--- src/rtl/dsp_seq.sv ---
// ADC-to-FIR sample gate and frame sequencer with fx-bus register file.
// Discards FIR warm-up outputs, then frames LEN filtered samples (optionally back-to-back).
module dsp_seq #(
  parameter logic [15:0] BASE     = 16'h0020,
  parameter logic [7:0]  SKIP_RST = 8'd31
) (
  input  logic        i_clk_sys,
  input  logic        i_rst_n,
  input  logic [5:0]  i_dev_id,
  input  logic        i_fx_wr,
  input  logic [21:0] i_fx_waddr,
  input  logic [7:0]  i_fx_data,
  input  logic        i_fx_rd,
  input  logic [21:0] i_fx_raddr,
  output logic [7:0]  o_fx_q,
  input  logic [15:0] i_ad_data,
  input  logic        i_ad_vld,
  output logic [15:0] o_fir_data,
  output logic        o_fir_vld,
  input  logic [15:0] i_fir_q,
  input  logic        i_fir_qvld,
  output logic [15:0] o_sm_data,
  output logic        o_sm_vld,
  output logic        o_sm_sof,
  output logic        o_sm_eof,
  output logic        o_busy,
  output logic        o_done
);

  typedef enum logic [1:0] {StIdle, StWarm, StRun, StDone} state_e;

  state_e      r_state, w_state_nxt;
  logic        r_cont, r_cont_act, w_cont_act_nxt;
  logic [15:0] r_len, r_len_act, w_len_act_nxt;
  logic [7:0]  r_skip, r_skip_act, w_skip_act_nxt;
  logic [7:0]  r_warm, w_warm_nxt;
  logic [15:0] r_cnt, w_cnt_nxt;
  logic        r_done, w_done_nxt, r_err, w_err_nxt, r_abt, w_abt_nxt;
  logic [15:0] r_sm_data, w_sm_data_nxt;
  logic        r_sm_vld, w_sm_vld_nxt, r_sm_sof, w_sm_sof_nxt, r_sm_eof, w_sm_eof_nxt;
  logic [15:0] r_fir_data;
  logic        r_fir_vld;
  logic [7:0]  r_fx_q, w_rdata;

  logic [15:0] w_woff, w_roff;
  logic        w_wr_hit, w_rd_hit;
  logic [6:0]  w_wsel;
  logic        w_start, w_abort, w_busy, w_busy_nxt, w_eof;

  // Register offsets are taken modulo 2^16 so BASE near the top still decodes consistently.
  assign w_woff   = i_fx_waddr[15:0] - BASE;
  assign w_roff   = i_fx_raddr[15:0] - BASE;
  assign w_wr_hit = i_fx_wr && (i_fx_waddr[21:16] == i_dev_id);
  assign w_rd_hit = i_fx_rd && (i_fx_raddr[21:16] == i_dev_id);

  always_comb begin
    w_wsel = '0;
    for (int i = 0; i < 7; i++) begin
      w_wsel[i] = w_wr_hit && (w_woff == 16'(i));
    end
  end

  assign w_start    = w_wsel[0] && i_fx_data[0];
  assign w_abort    = w_wsel[0] && i_fx_data[1];
  assign w_busy     = (r_state == StWarm) || (r_state == StRun);
  assign w_busy_nxt = (w_state_nxt == StWarm) || (w_state_nxt == StRun);
  assign w_eof      = (r_cnt == r_len_act - 16'd1);

  always_ff @(posedge i_clk_sys or negedge i_rst_n) begin
    if (!i_rst_n) begin
      r_cont <= 1'b0;
      r_len  <= '0;
      r_skip <= SKIP_RST;
    end else begin
      if (w_wsel[0]) r_cont <= i_fx_data[2];
      if (w_wsel[1]) r_len[7:0] <= i_fx_data;
      if (w_wsel[2]) r_len[15:8] <= i_fx_data;
      if (w_wsel[3]) r_skip <= i_fx_data;
    end
  end

  always_comb begin
    w_state_nxt    = r_state;
    w_cnt_nxt      = r_cnt;
    w_warm_nxt     = r_warm;
    w_len_act_nxt  = r_len_act;
    w_skip_act_nxt = r_skip_act;
    w_cont_act_nxt = r_cont_act;
    w_done_nxt     = r_done;
    w_err_nxt      = r_err;
    w_abt_nxt      = r_abt;
    w_sm_data_nxt  = r_sm_data;
    w_sm_vld_nxt   = 1'b0;
    w_sm_sof_nxt   = 1'b0;
    w_sm_eof_nxt   = 1'b0;

    if (w_wsel[4]) begin
      if (i_fx_data[1]) w_done_nxt = 1'b0;
      if (i_fx_data[2]) w_err_nxt = 1'b0;
      if (i_fx_data[3]) w_abt_nxt = 1'b0;
    end

    if (w_abort) begin
      w_state_nxt = StIdle;
      w_abt_nxt   = 1'b1;
    end else begin
      unique case (r_state)
        StIdle, StDone: begin
          if (r_state == StDone) w_state_nxt = StIdle;
          if (w_start) begin
            if (r_len == 16'd0) begin
              w_err_nxt = 1'b1;
            end else begin
              w_done_nxt     = 1'b0;
              w_abt_nxt      = 1'b0;
              w_cnt_nxt      = '0;
              w_warm_nxt     = '0;
              w_len_act_nxt  = r_len;
              w_skip_act_nxt = r_skip;
              w_cont_act_nxt = i_fx_data[2];
              w_state_nxt    = (r_skip == 8'd0) ? StRun : StWarm;
            end
          end
        end
        StWarm: begin
          if (i_fir_qvld) begin
            w_warm_nxt = r_warm + 8'd1;
            if (r_warm == r_skip_act - 8'd1) w_state_nxt = StRun;
          end
        end
        StRun: begin
          if (i_fir_qvld) begin
            w_sm_vld_nxt  = 1'b1;
            w_sm_data_nxt = i_fir_q;
            w_sm_sof_nxt  = (r_cnt == 16'd0);
            w_sm_eof_nxt  = w_eof;
            w_cnt_nxt     = r_cnt + 16'd1;
            if (w_eof) begin
              if (r_cont_act) begin
                // Continuous mode: new frame picks up any LEN/CONT written meanwhile.
                w_cnt_nxt      = '0;
                w_len_act_nxt  = r_len;
                w_cont_act_nxt = r_cont;
              end else begin
                w_state_nxt = StDone;
                w_done_nxt  = 1'b1;
              end
            end
          end
        end
      endcase
    end
  end

  always_ff @(posedge i_clk_sys or negedge i_rst_n) begin
    if (!i_rst_n) begin
      r_state    <= StIdle;
      r_cnt      <= '0;
      r_warm     <= '0;
      r_len_act  <= '0;
      r_skip_act <= '0;
      r_cont_act <= 1'b0;
      r_done     <= 1'b0;
      r_err      <= 1'b0;
      r_abt      <= 1'b0;
      r_sm_data  <= '0;
      r_sm_vld   <= 1'b0;
      r_sm_sof   <= 1'b0;
      r_sm_eof   <= 1'b0;
    end else begin
      r_state    <= w_state_nxt;
      r_cnt      <= w_cnt_nxt;
      r_warm     <= w_warm_nxt;
      r_len_act  <= w_len_act_nxt;
      r_skip_act <= w_skip_act_nxt;
      r_cont_act <= w_cont_act_nxt;
      r_done     <= w_done_nxt;
      r_err      <= w_err_nxt;
      r_abt      <= w_abt_nxt;
      r_sm_data  <= w_sm_data_nxt;
      r_sm_vld   <= w_sm_vld_nxt;
      r_sm_sof   <= w_sm_sof_nxt;
      r_sm_eof   <= w_sm_eof_nxt;
    end
  end

  // Gate on the next state too, so leaving WARM/RUN stops fir_vld without a trailing sample.
  always_ff @(posedge i_clk_sys or negedge i_rst_n) begin
    if (!i_rst_n) begin
      r_fir_data <= '0;
      r_fir_vld  <= 1'b0;
    end else begin
      r_fir_vld <= w_busy && w_busy_nxt && i_ad_vld;
      if (w_busy) r_fir_data <= i_ad_data;
    end
  end

  always_comb begin
    w_rdata = '0;
    unique case (w_roff)
      16'd0:   w_rdata = {5'b0, r_cont, 2'b0};
      16'd1:   w_rdata = r_len[7:0];
      16'd2:   w_rdata = r_len[15:8];
      16'd3:   w_rdata = r_skip;
      16'd4:   w_rdata = {4'b0, r_abt, r_err, r_done, w_busy};
      16'd5:   w_rdata = r_cnt[7:0];
      16'd6:   w_rdata = r_cnt[15:8];
      default: w_rdata = '0;
    endcase
  end

  always_ff @(posedge i_clk_sys or negedge i_rst_n) begin
    if (!i_rst_n) begin
      r_fx_q <= '0;
    end else begin
      r_fx_q <= w_rd_hit ? w_rdata : 8'd0;
    end
  end

  assign o_fx_q     = r_fx_q;
  assign o_fir_data = r_fir_data;
  assign o_fir_vld  = r_fir_vld;
  assign o_sm_data  = r_sm_data;
  assign o_sm_vld   = r_sm_vld;
  assign o_sm_sof   = r_sm_sof;
  assign o_sm_eof   = r_sm_eof;
  assign o_busy     = w_busy;
  assign o_done     = r_done;

endmodule

--- config.mk ---
export PLATFORM = sky130hd
export DESIGN_NAME = dsp_seq
export DESIGN_NICKNAME = d
export VERILOG_FILES = /design/src/rtl/dsp_seq.sv
export SDC_FILE = /design/constraint.sdc
export NUM_CORES = 1
export LEC_CHECK = 0
export CELL_PAD_IN_SITES_DETAIL_PLACEMENT = 0
export CELL_PAD_IN_SITES_GLOBAL_PLACEMENT = 2
export CORE_MARGIN = 4
export CORE_UTILIZATION = 37
export CTS_BUF_LIST = sky130_fd_sc_hd__clkbuf_4
export DETAILED_ROUTE_END_ITERATION = 12
export DONT_BUFFER_PORTS = 1
export PLACE_DENSITY = 0.82
export SETUP_SLACK_MARGIN = 0.2
export SYNTH_ARGS = -nofsm -noshare
export SYNTH_HDL_FRONTEND = slang
export SYNTH_SLANG_ARGS = --single-unit
--- constraint.sdc ---
create_clock -name i_clk_sys -period 2.9 [get_ports i_clk_sys]
set_input_delay 0.58 -clock i_clk_sys [delete_from_list [all_inputs] [get_ports i_clk_sys]]
set_output_delay 0.58 -clock i_clk_sys [all_outputs]
set_load 0.02 [all_outputs]
=== After elaboration in Yosys (flattened, before gate mapping) ===
Cells that the tools add are included.

* Flip-flop bits (word level): 123
* Input port bits: 96
* Output and inout bits: 46
* Logic and storage cells: 146

* Equality and inequality tests: 25
* Bitwise logic cells: 2
* Reductions and logical operators: 28
* Mux-type cells: 65
* $add $sub $neg: 6

{| class="wikitable"
|+ Operators with widths
! kind !! number
|-
| $mux W16 || 10
|-
| $eq A16 B2 Y1 const B || 4
|-
| $eq A16 B3 Y1 const B || 4
|-
| $logic_not A16 Y1 || 4
|-
| $pmux W16 S2 || 2
|-
| $pmux W8 S7 || 1
|-
| $mux W1 || 34
|-
| $eq A16 B1 Y1 const B || 2
|-
| $mux W8 || 4
|-
| $sub A16 B6 Y16 const B || 2
|-
| $mux W2 || 10
|-
| $add A16 B1 Y16 const B || 1
|-
| $eq A16 B16 Y1 || 1
|-
| $pmux W8 S2 || 1
|-
| $sub A16 B1 Y16 const B || 1
|-
| $eq A6 B6 Y1 || 2
|-
| $ne A2 B2 Y1 const B || 6
|-
| $logic_and A1 B1 Y1 || 11
|-
| $reduce_and A5 Y1 || 2
|-
| $add A8 B1 Y8 const B || 1
|-
| $eq A8 B8 Y1 || 1
|-
| $logic_not A8 Y1 || 1
|-
| $sub A8 B1 Y8 const B || 1
|-
| $reduce_and A7 Y1 || 1
|-
| other kinds (12) || 19
|}

=== Logic depth before layout (Yosys ltp) ===
Gate-level depths: netlist (run 1).

* Depth in word-level cells: 11
* Depth in mapped cells: 12
* Mapped depth without buffers: 10

=== Least setup slack after synthesis (run 1) ===
OpenSTA, ideal clock, no wires.

* Path kind: input port to flip-flop
* From: input port i_fx_waddr[5]
* To: register r_len_act[10]
* Buffers on the path: 2
* Arrival: 3.087 ns
* Slack: -0.312 ns
* Cell stages on the path: 12
* Setup time: 0.125 ns
* Data required time: 2.775 ns
* Cell sequence: inv_1 -> ha_1 -> nor4bb_1 -> nand2_1 -> or4_1 -> nor3b_2 -> o21ai_1 -> nor2b_1 -> buf_2 -> nand2_2 -> buf_6 -> mux2_4

* Word-level cells in the longest chain between the ends: 6

{| class="wikitable"
|+ RTL lines
! item !! line !! source
|-
| from (decl) || 11 || <nowiki>input logic [21:0] i_fx_waddr,</nowiki>
|-
| $sub A16 B6 Y16 * || 51 || <nowiki>assign w_woff = i_fx_waddr[15:0] - BASE;</nowiki>
|-
| $logic_not A16 Y1 * || 59 || <nowiki>w_wsel[i] = w_wr_hit && (w_woff == 16'(i));</nowiki>
|-
| $logic_and A1 B1 Y1 * || 59 ||
|-
| $logic_and A1 B1 Y1, on equally long branches || 63, 64 ||
|-
| $ne A2 B2 Y1 (no line) or $not A1 Y1 (tied branches) || - ||
|-
| $reduce_and A7 Y1 (no line) * || - ||
|-
| to (signal assigned) || 174 || <nowiki>r_len_act <= w_len_act_nxt;</nowiki>
|-
| to (decl) || 34 || <nowiki>logic [15:0] r_len, r_len_act, w_len_act_nxt;</nowiki>
|}

Mark *: on every way between the ends. The rest lies on a longest branch, timed or not.
A chain may end at the register's enable or synchronous reset.

=== Worst setup path in the final report (run 1) ===
* From: register r_len_act[10]
* To: register r_len_act[12]

* Word-level cells in the longest chain between the ends: 4

{| class="wikitable"
|+ RTL lines
! item !! line !! source
|-
| $sub A16 B1 Y16 || 67 || <nowiki>assign w_eof = (r_cnt == r_len_act - 16'd1);</nowiki>
|-
| $eq A16 B16 Y1 || 67 ||
|-
| $ne A2 B2 Y1 (no line) || - ||
|-
| $reduce_and A7 Y1 (no line) || - ||
|}

Every way passes these cells.

==> results of run 1 <==
-- cells by family (layout without fill, tap and decap cells) --
| group | Yosys count | in the layout |
|---|---|---|
| and+or+nand+nor | 258 | 259 |
| DFF | 123 | 123 |
| AOI/OAI and AO/OA | 117 | 117 |
| muxes | 85 | 85 |
| buffers and inverters | 53 | 113 |
| xor gates and xnor gates | 39 | 39 |
| adders and majority gates | 10 | 10 |
| other | 0 | 1 |
-- flip-flops by register name, summed over array words and instances (netlist names), 2 cells and up --
| name | count |
|---|---|
| o_fir_data | 16 |
| r_len_act | 16 |
| r_cnt | 16 |
| r_warm | 8 |
| r_skip_act | 8 |
| r_skip | 8 |
| r_state | 2 |
| o_fx_q | 8 |
| o_sm_data | 16 |
| r_len | 16 |
-- cells in the mapped netlist (4+ instances only) --
master | count | area, sq um
sky130_fd_sc_hd__nor2b_1 | 13 | 81.3
sky130_fd_sc_hd__mux2i_1 | 10 | 100
sky130_fd_sc_hd__mux2_4 | 10 | 150
sky130_fd_sc_hd__nand4b_1 | 4 | 35.0
sky130_fd_sc_hd__a21oi_1 | 18 | 90.1
sky130_fd_sc_hd__nor3_1 | 15 | 75.1
sky130_fd_sc_hd__xnor2_1 | 21 | 184
sky130_fd_sc_hd__mux2_2 | 64 | 721
sky130_fd_sc_hd__or4_1 | 5 | 37.5
sky130_fd_sc_hd__a22oi_1 | 4 | 30.0
sky130_fd_sc_hd__a21o_1 | 6 | 45.0
sky130_fd_sc_hd__nor4_1 | 14 | 87.6
sky130_fd_sc_hd__inv_1 | 21 | 78.8
sky130_fd_sc_hd__a211oi_1 | 8 | 60.1
sky130_fd_sc_hd__nor4b_1 | 7 | 61.3
sky130_fd_sc_hd__ha_1 | 10 | 125
sky130_fd_sc_hd__o211ai_1 | 6 | 45.0
sky130_fd_sc_hd__nand2_1 | 91 | 342
sky130_fd_sc_hd__nand4_1 | 11 | 68.8
sky130_fd_sc_hd__dfrtp_1 | 118 | 2950
sky130_fd_sc_hd__xor2_1 | 18 | 158
sky130_fd_sc_hd__clkbuf_1 | 25 | 93.8
sky130_fd_sc_hd__o31ai_1 | 5 | 37.5
sky130_fd_sc_hd__or2_2 | 4 | 25.0
sky130_fd_sc_hd__nand2b_1 | 8 | 50.1
sky130_fd_sc_hd__nor2_1 | 35 | 131
sky130_fd_sc_hd__nand3_1 | 20 | 100
sky130_fd_sc_hd__and3_1 | 11 | 68.8
sky130_fd_sc_hd__dfstp_2 | 5 | 131
sky130_fd_sc_hd__o21ai_0 | 27 | 135
sky130_fd_sc_hd__a221oi_1 | 7 | 61.3
sky130_fd_sc_hd__a22o_1 | 10 | 87.6
-- cell type report --
cell class / count / area, sq um / share of cell area [%]
multi-input cells: 510 / 3770 / 46.9
well taps: 229 / 287 / 3.57
diodes: 1 / 2.50 / 0.0312
repair buffers: 59 / 502 / 6.25
flip-flops and latches: 123 / 3080 / 38.4
clock inverters: 15 / 174 / 2.17
clock buffers: 17 / 128 / 1.59
inverters: 22 / 82.6 / 1.03
-- per-stage QoR --
stage / worst slack, ns / instances / utilization, %
floorplan: -0.0815 / 685 / -
global placement: -0.0963 / 934 / 41.5
detailed placement: -0.135 / 934 / 41.5
CTS: 0.00325 / 971 / 43.8
global route: -0.0656 / 976 / 44.2
finish: 0.0250 / 976 / 44.2
-- critical path, delay by kind of cell, from the launching register on --
kind            cells  cell delay [ns]
mux                 1             0.31
flops               1             0.40
compound gates      2             0.37
buf+inv             1             0.17
simple gates        5             1.51
-- routing by layer --
metal	vias to the layer above	track usage (%)	share of wire, %
met2	229	30.1	47
met3	47	6.81	8.1
met4	0	6.48	2.9
li1	2584	-	-
met1	2750	24.4	42
met5	-	0	0
-- power by group through the flow --
stage	Sequential [W]	Clock (W)	Combinational, W
floorplan	0.00190	0	0.000280
global placement	0.00194	0	0.000364
detailed placement	0.00194	0	0.000374
CTS	0.00191	0.00132	0.000380
global route	0.00192	0.00140	0.000436
finish	0.00191	0.00128	0.000394
-- timing repair --
item                                    CTS  global route
endpoints found under the setup margin   33            37
gates resized for setup                  18            20
buffers inserted                          4             4
gates cloned                              1             0
pin swaps                                18             6
hold endpoints to repair                123           123
-- worst max-delay path by stage --
| stage | from | to | slack [ns] | cells after the start |
|---|---|---|---|---|
| 2_1_floorplan | i_fx_waddr[17] | r_len_act[10] | -0.08 | 10 |
| 3_3_place_gp | i_fx_waddr[17] | r_len_act[6] | -0.1 | 10 |
| 3_5_place_dp | i_fx_waddr[17] | o_fir_vld | -0.13 | 9 |
| 4_1_cts | r_len_act[10] | r_len_act[6] | 0.003 | 9 |
| 5_1_grt | r_len_act[10] | r_len_act[6] | -0.07 | 9 |
| 6_report | r_len_act[10] | r_len_act[12] | 0.02 | 9 |
==> results.md, run 1 <==
* Final count of hold timing violations at ~120
* Adder-Cell Fraction of Synth Area at under 10%
* Post-route fraction of the period consumed by the critical path at between 90 and 100%
* Power density relative to cell area at 446 nW/um^2
* Minimum setup slack among reg-to-reg paths at between 0.02 and 0.025 ns
* Detailed-routing iteration count for the pre-antenna-repair pass at 5
* Final slew viol count at 0
* Number of cell rows at 49
* #FFs+latches synth at 123
* Accumulated negative setup slack at 0 ns
* Area growth from synthesis to final layout at 16.3%
* Critical path capture point type: flip-flop
* Standby leakage power at between 3 and 4 nW
* Core area at around 18000 sq um
* Dominant combinational cell family by area after synthesis: simple AND/OR/NAND/NOR gates
* Switch share at between 20 and 30%
* Worst path arrival time at ~3.3 ns
* Final setup violation count at 0
* Area of all placed cells without fillers at ~8000 sq um
* Largest fanout on the critical path at 8
* Number of antenna violations at the first check in global routing at 1
* Peak Freq at between 300 and 400 MHz
* Share of synthesized cell area in and, or, nand and nor gates at about a fifth
* CTS tree: done
* EDFF count, synth at 0
* Most used flip-flop cell after synthesis: sky130_fd_sc_hd__dfrtp_1
* Routed vias at approximately 5600
* Cell Chain, Critical Path: or3_4, or4_4, or4_4, a21oi_2, nand4_1, o21ai_2, buf_6, nand2_8, mux2_4
* Reg power frac at between 50% and 60%
* Post-synthesis xor/xnor area fraction at slightly below 5%
* Initial standard-cell utilization of the core at a little under two fifths
* Post-Route Skew at about 0.019 ns
* Routability congestion estimate from global placement at approximately 0.9
* Cell at the root of the clock tree: sky130_fd_sc_hd__clkbuf_4
* Final Net Count at ~840
* Net count after synthesis at 791
* Area of the mapped netlist at 6900 sq um
* Detailed placement HPWL at roughly 15000 um
* Depth of the most critical reg-to-reg path at 9
* Total GRT Usage at 19.1%
* Required arrival time at the worst endpoint at between 3 and 4 ns
* Worst flop-to-flop path startpoint: r_len_act[10]
* Logic gate share of total power at ~11%
* Ys async rst share at between 90% and 100%
* Total I/O pin count at ~140
* Die Span X at 145 um
* Die ar. at between 20000 and 25000 sq um
* Share of synthesized area occupied by flip-flops and latches at between 40% and 50%
* Synthesized instance count at slightly below 700
* Synth Area in Compound Gates at ~12%
* Most frequent cells in the layout: sky130_fd_sc_hd__dfrtp_1, sky130_fd_sc_hd__nand2_1, sky130_fd_sc_hd__mux2_2
* Post-CTS clock slew at the launch and capture registers of the worst setup and hold paths at about 0.12 ns
* Hold WC Path Type: primary input to asynchronous set/reset pin
* Number of H-tree branching levels at 4
* Worst R2R End: r_len_act[12]
* Yosys warning count at 0
* Share of synthesized area spent on multiplexers at about 14%
* Max-slew headroom at 44.1%
* Average cell area after synthesis at a little over 10 sq um
* Violated checks: negative hold slack
* Power after layout at between 0.003 and 0.004 W
* Sw Pwr at 0.00107 W
* Share of cells above drive strength 1 at between 20% and 30%
* Setup repair after global routing missed its margin: true
* Setup CP Type: flip-flop to flip-flop
* Slew at the pin with the worst max-slew slack at 0.836 ns
* Via density per instance at about 5.7
* First-pass GRT wire length at around 31000 um
* Via count of the first global-routing pass at 5709
* Cell occurring most often along the worst timing path: sky130_fd_sc_hd__or4_4
* Die span in y at 145 um
* Run status: complete, but fails checks
* Area after detailed placement at around 7500 sq um
* Total congestion overflow at 0
* Min cycle time layout at 2.88 ns
* Post-synthesis cell type count at 70
* Clock buffer depth at 2
* Antenna Nets Post-Route at 0
* Sinks on Clock Net at between 100 and 150
* Clock group share of total power at 35.8%
* Count of port buffers added during placement at 0
* Highest cell delay on the worst timing path at 0.44 ns
* Slowest stage cell, crit path: sky130_fd_sc_hd__or4_4
* Worst Setup Start Kind: flip-flop
* Filler instances at 1777
* Clock buffer count from CTS at 17
* Final hold slack at -0.274 ns
* Worst IR Drop VDD at between 0.0003 and 0.0004 V
* Commonest non-fill, non-tap cell in the layout: sky130_fd_sc_hd__dfrtp_1
* Initial detailed-routing violation count at between 300 and 400
* Final routed wire length divided by cell count at about 20 um
* Internal Dissipation at 0.00252 W
* DRC viols at 0
* Insertion delay to the later sink of the worst-skew pair at 0.54 ns
* Maximum number of pins on one net before global-route repair at roughly 120
* Reported max-cap violation count at 0
* Sum of routed wire length over all layers at slightly below 20000 um
No activity file was read; power rests on OpenSTA's default activity.
==> run 2: changes to the inputs <==
Settings changed: RECOVER_POWER from default to 50.
==> run 2 against run 1 <==
Compared with the run above:
- the run still ends with negative hold slack left
- combinational power about the same
- via count down 0.12%
- non-clock buffer count unchanged
==> results.md, run 2 (synthesis gave the netlist of run 1 again) <==
* Total congestion overflow at 0
* Worst path arrival time at about 3.3 ns
* Internal Dissipation at 0.00252 W
* CTS tree: done
* Worst IR Drop VDD at between 0.0003 and 0.0004 V
* Antenna Nets Post-Route at 0
* Max-slew headroom at 36.6%
* Detailed placement HPWL at ~15000 um
* Final hold slack at -0.273 ns
* Core area at approximately 18000 sq um
* Sw Pwr at between 0.001 and 0.0015 W
* Most frequent cells in the layout: sky130_fd_sc_hd__dfrtp_1, sky130_fd_sc_hd__nand2_1, sky130_fd_sc_hd__mux2_2
* Total I/O pin count at between 100 and 150
* Post-Route Skew at roughly 0.019 ns
* Area of all sequential standard cells at between 3000 and 4000 sq um
* Hold WC Path Type: primary input to asynchronous set/reset pin
* Initial detailed-routing violation count at ~400
* Insertion delay to the later sink of the worst-skew pair at approximately 0.54 ns
* Total GRT Usage at approximately a fifth
* Depth of the most critical reg-to-reg path at 9
* Area growth from synthesis to final layout at 16.3%
* DRC viols at 0
* Run status: complete, but fails checks
* Final slew viol count at 0
* Sum of routed wire length over all layers at around 20000 um
* Clock group share of total power at between 30% and 40%
* Routed vias at roughly 5600
* Number of placed cells counting well taps at 934
* Total area of multi-input combinational cells at 3770 sq um
* Number of standard cells in the layout, taps in and fillers out at between 900 and 1000
* Maximum number of pins on one net before global-route repair at approximately 120
* Worst Setup Start Kind: flip-flop
* Routability congestion estimate from global placement at 0.902
* Cell at the root of the clock tree: sky130_fd_sc_hd__clkbuf_4
* Post-CTS clock slew at the launch and capture registers of the worst setup and hold paths at ~0.12 ns
* Reported max-cap violation count at 0
* Final setup violation count at 0
* Die span in y at ~140 um
* Slew at the pin with the worst max-slew slack at ~0.94 ns
* Number of antenna violations at the first check in global routing at 1
* Setup CP Type: flip-flop to flip-flop
* Peak Freq at about 350 MHz
* Worst R2R End: r_len_act[12]
* Count of port buffers added during placement at 0
* Power density relative to cell area at about 450 nW/um^2
* Worst Slack Setup Final at approximately 0.025 ns
* Detailed-routing iteration count for the pre-antenna-repair pass at 5
* Clock buffer count from CTS at 17
* Final count of hold timing violations at between 100 and 150
* Required arrival time at the worst endpoint at between 3 and 4 ns
* Filler instances at 1777
* Logic gate share of total power at a little over a tenth
* Switch share at between 20% and 30%
* Setup repair after global routing missed its margin: true
* Worst flop-to-flop path startpoint: r_len_act[10]
* Reg power frac at 53.3%
* Die Span X at 145 um
* Clock buffer depth at 2
* Largest fanout on the critical path at 8
* Post-route fraction of the period consumed by the critical path at between 90% and 100%
* Min cycle time layout at 2.87 ns
* First-pass GRT wire length at 30700 um
* Minimum setup slack among reg-to-reg paths at 0.03 ns
* Via density per instance at 5.74
* Share of cells above drive strength 1 at 27.9%
* Commonest non-fill, non-tap cell in the layout: sky130_fd_sc_hd__dfrtp_1
* Final Net Count at roughly 840
* Standby leakage power at roughly 3.7 nW
* Critical path capture point type: flip-flop
* Via count of the first global-routing pass at 5709
* Die ar. at between 20000 and 25000 sq um
* Sinks on Clock Net at 123
* Number of H-tree branching levels at 4
* Number of cell rows at 49
* Final routed wire length divided by cell count at between 20 and 25 um
* Violated checks: negative hold slack
* Dpl ws at -0.135 ns
* Initial standard-cell utilization of the core at between 30% and 40%
-- run 2: cell count changes in the layout (fill, tap and decap cells not counted) --
cell | previous run | this run
sky130_fd_sc_hd__o21ai_1 | 6 | 5
sky130_fd_sc_hd__o21ai_0 | 15 | 16
-- run 2: metrics by stage --
step                      util (%)  area (sq um)  TNS [ns]  power (W)
final                         44.2          8030         0    0.00358
after global routing          44.2          8030    -0.684    0.00375
after CTS                     43.8          7940         0    0.00361
after detailed placement      41.5          7530     -2.90    0.00231
after global placement        41.5          7530     -1.71    0.00230
after floorplan                  -          6980    -0.815    0.00218
-- run 2: final cells by class --
type	instances	share of cell area, %
Clock inverter	15	2.17
Clock buffer	17	1.59
Antenna cell	1	0.0312
Tap cell	229	3.57
Sequential cell	123	38.4
Multi-Input combinational cell	510	46.9
Timing Repair Buffer	59	6.25
Inverter	22	1.03
-- run 2: metal layers --
metal / global-route usage (%) / up-vias / routed length, um
met5: 0 / - / 0
met4: 6.48 / 0 / 526
met3: 6.81 / 41 / 1600
met2: 30.1 / 225 / 9120
met1: 24.4 / 2754 / 8310
li1: - / 2583 / -
-- run 2: worst max path at each step --
stage | startpoint | endpoint | slack [ns] | cells past startpoint
after floorplan | i_fx_waddr[17] | r_len_act[10] | -0.08 | 10
after global placement | i_fx_waddr[17] | r_len_act[6] | -0.1 | 10
after detailed placement | i_fx_waddr[17] | o_fir_vld | -0.13 | 9
after CTS | r_len_act[10] | r_len_act[6] | 0.003 | 9
after global routing | r_len_act[10] | r_len_act[6] | -0.07 | 9
final | r_len_act[10] | r_len_act[12] | 0.03 | 9
-- run 2: critical path: stages, from the launching register on --
cell and delay [ns]:
sky130_fd_sc_hd__dfrtp_1 0.40, sky130_fd_sc_hd__or3_4 0.40, sky130_fd_sc_hd__or4_4 0.44, sky130_fd_sc_hd__or4_4 0.44, sky130_fd_sc_hd__a21oi_2 0.14, sky130_fd_sc_hd__nand4_1 0.14
sky130_fd_sc_hd__o21ai_2 0.23, sky130_fd_sc_hd__buf_6 0.17, sky130_fd_sc_hd__nand2_8 0.09, sky130_fd_sc_hd__mux2_4 0.31
-- run 2: what timing repair did --
| action | in CTS | in global routing |
|---|---|---|
| setup buffers | 4 | 4 |
| gates resized for setup | 18 | 20 |
| endpoints found under the hold margin | 123 | 123 |
| pin swaps | 18 | 6 |
| cloned | 1 | 0 |
| endpoints found under the setup margin | 33 | 37 |
-- run 2: power by group through the flow --
| stage | combinational [W] | clock [W] | sequential (W) |
|---|---|---|---|
| 2_1_floorplan | 0.000280 | 0 | 0.00190 |
| 3_3_place_gp | 0.000364 | 0 | 0.00194 |
| 3_5_place_dp | 0.000374 | 0 | 0.00194 |
| 4_1_cts | 0.000380 | 0.00132 | 0.00191 |
| 5_1_grt | 0.000436 | 0.00140 | 0.00192 |
| 6_report | 0.000392 | 0.00128 | 0.00191 |
==> run 3: changes to the inputs <==
Settings changed: GPL_TIMING_DRIVEN from default to 0, PLACE_DENSITY 0.82 to 0.8.
==> run 3 against run 2 <==
Compared with the run above:
- combinational power is 1% higher
- highest routed layer unchanged
- global-route usage rose by 1.1 points
- die area is the same
- critical endpoint is now r_len_act[10]
- sequential power about the same
- clock power grew 5%
- the run ends with negative hold slack, negative setup slack left
==> results.md, run 3 (synthesis gave the netlist of run 1 again) <==
* Run status: complete, but fails checks
* Violated checks: negative hold slack, negative setup slack
* Initial standard-cell utilization of the core at approximately two fifths
* Worst Slack Setup Final at -0.0105 ns
* Via density per instance at ~5.8
* Antenna Nets Post-Route at 0
* Sinks on Clock Net at between 100 and 150
* Clock buffer count from CTS at 17
* Cell at the root of the clock tree: sky130_fd_sc_hd__clkbuf_4
* Die span in y at 145 um
* Largest fanout on the critical path at 5
* Standby leakage power at approximately 3.6 nW
* Max-slew headroom at approximately 56%
* Reported max-cap violation count at 0
* Final setup violation count at 10
* First-pass GRT wire length at roughly 32000 um
* Power density relative to cell area at between 400 and 500 nW/um^2
* Accumulated negative setup slack at -0.0474 ns
* Final Core Density at 44.3%
* Post-Route Skew at around 0.016 ns
* Setup repair after global routing missed its margin: true
* Worst flop-to-flop path startpoint: r_len_act[8]
* Dpl ws at -0.851 ns
* Sum of routed wire length over all layers at a little over 20000 um
* Internal Dissipation at 0.00257 W
* Critical path capture point type: flip-flop
* Final count of hold timing violations at roughly 120
* Commonest non-fill, non-tap cell in the layout: sky130_fd_sc_hd__dfrtp_1
* Core area at approximately 18000 sq um
* Die Span X at between 100 and 150 um
* Logic gate share of total power at 10.9%
* Number of cell rows at 49
* Hold WC Path Type: primary input to asynchronous set/reset pin
* Worst path arrival time at between 3 and 4 ns
* Detailed-routing iteration count for the pre-antenna-repair pass at 5
* Final slew viol count at 0
* Final routed wire length divided by cell count at between 20 and 25 um
* Number of H-tree branching levels at 4
* Die ar. at 20900 sq um
* Area growth from synthesis to final layout at 16.4%
* Slowest stage cell, crit path: sky130_fd_sc_hd__or4_4
* Total congestion overflow at 0
* Routability congestion estimate from global placement at roughly 0.86
* Count of port buffers added during placement at 0
* Minimum setup slack among reg-to-reg paths at -0.01 ns
* Switch share at 29.2%
* Clock buffer depth at 2
* Number of antenna violations at the first check in global routing at 2
* Total I/O pin count at 142
* Reg power frac at a little over half
* Initial detailed-routing violation count at roughly 370
* Routed vias at between 5000 and 6000
* Final hold slack at -0.297 ns
* Insertion delay to the later sink of the worst-skew pair at between 0.5 and 0.6 ns
* Clock group share of total power at between 30% and 40%
* Setup CP Type: flip-flop to flip-flop
* Peak Freq at around 340 MHz
* Min cycle time layout at between 2 and 3 ns
* Slew at the pin with the worst max-slew slack at 0.663 ns
* Highest cell delay on the worst timing path at between 0.4 and 0.5 ns
* Cell Chain, Critical Path: or3_4, or4_4, or4_4, a21oi_2, nand4_1, o21ai_4, nand2_4, buf_16, mux2_4
* Detailed placement HPWL at roughly 15000 um
* Maximum number of pins on one net before global-route repair at 124
* Area after detailed placement at roughly 7300 sq um
* CTS tree: done
* Depth of the most critical reg-to-reg path at 9
* Post-CTS clock slew at the launch and capture registers of the worst setup and hold paths at between 0.1 and 0.15 ns
* Total GRT Usage at roughly a fifth
* Required arrival time at the worst endpoint at 3.36 ns
* Share of cells above drive strength 1 at between 20% and 30%
* Cell occurring most often along the worst timing path: sky130_fd_sc_hd__or4_4
* Post-route fraction of the period consumed by the critical path at 100%
* Worst Setup Start Kind: flip-flop
* Worst IR Drop VDD at approximately 0.00027 V
* Worst R2R End: r_len_act[10]
* Sw Pwr at 0.00106 W
* DRC viols at 0
* Final Net Count at 838
* Most frequent cells in the layout: sky130_fd_sc_hd__dfrtp_1, sky130_fd_sc_hd__nand2_1, sky130_fd_sc_hd__mux2_2
* Via count of the first global-routing pass at ~6000
* Area of all placed cells without fillers at roughly 8000 sq um
## run 3: cell types whose count changed in the layout (fill, tap and decap cells not counted), moves of 3 or more
| cell | change |
|---|---|
| sky130_fd_sc_hd__clkbuf_2 | +5 |
| sky130_fd_sc_hd__o21ai_0 | +4 |
| sky130_fd_sc_hd__clkinvlp_4 | +3 |
| sky130_fd_sc_hd__o21ai_2 | -4 |
| sky130_fd_sc_hd__clkbuf_4 | +4 |
| sky130_fd_sc_hd__buf_4 | -29 |
| sky130_fd_sc_hd__clkbuf_1 | +18 |
| sky130_fd_sc_hd__inv_6 | -5 |
| sky130_fd_sc_hd__buf_1 | +3 |
## run 3: power by group through the flow
stage,Combinational [W],Sequential (W),Clock (W)
2_1_floorplan,0.000280,0.00190,0
3_3_place_gp,0.000354,0.00192,0
3_5_place_dp,0.000369,0.00192,0
4_1_cts,0.000388,0.00189,0.00138
5_1_grt,0.000444,0.00190,0.00146
6_report,0.000396,0.00189,0.00135
## run 3: how the worst max path moves through the flow
stage	start	endpoint	depth (start not counted)
after floorplan	i_fx_waddr[17]	r_len_act[10]	10
after global placement	i_fx_waddr[13]	o_sm_data[10]	9
after detailed placement	i_fx_waddr[13]	o_sm_data[9]	9
after CTS	r_len_act[8]	r_len_act[8]	9
after global routing	r_len_act[8]	r_len_act[6]	9
final	r_len_act[8]	r_len_act[10]	9
## run 3: final cells by class
| class | count | area (sq um) |
|---|---|---|
| Multi-Input combinational cell | 509 | 3840 |
| Buffer | 31 | 161 |
| Clock buffer | 19 | 143 |
| Timing Repair Buffer | 28 | 256 |
| Fill cell | 1725 | 10100 |
| Tap cell | 229 | 287 |
| Antenna cell | 2 | 5.00 |
| Sequential cell | 123 | 3090 |
| Clock inverter | 13 | 170 |
| Inverter | 22 | 82.6 |
## run 3: per-layer routing
| metal | track usage, % | routed length, um | up-vias |
|---|---|---|---|
| li1 | - | - | 2588 |
| met1 | 25.7 | 8530 | 2792 |
| met2 | 32.9 | 9870 | 203 |
| met3 | 6.18 | 1280 | 34 |
| met4 | 6.77 | 473 | 0 |
| met5 | 0 | 0 | - |
## run 3: per-stage QoR
step / total power [W] / hold slack (ns) / instances
after global routing: 0.00380 / -0.352 / 976
after floorplan: 0.00218 / 0.284 / 685
after CTS: 0.00365 / -0.352 / 967
final: 0.00363 / -0.297 / 976
after detailed placement: 0.00229 / 0.288 / 914
after global placement: 0.00227 / 0.288 / 914
## run 3: repair_timing
item,in CTS,in global routing
pin swaps,21,17
hold endpoints to repair,123,123
buffers inserted,20,7
gates resized for setup,37,27
gates cloned,1,0
setup endpoints to repair,67,75
## run 3: worst max-delay path: cells and delay by family (launching register included)
kind                   cells  cell delay, ns
AND/OR/NAND/NOR            5            1.56
flip-flops                 1            0.42
AO/OA/AOI/OAI              2            0.38
multiplexers               1            0.29
buffers and inverters      1            0.16
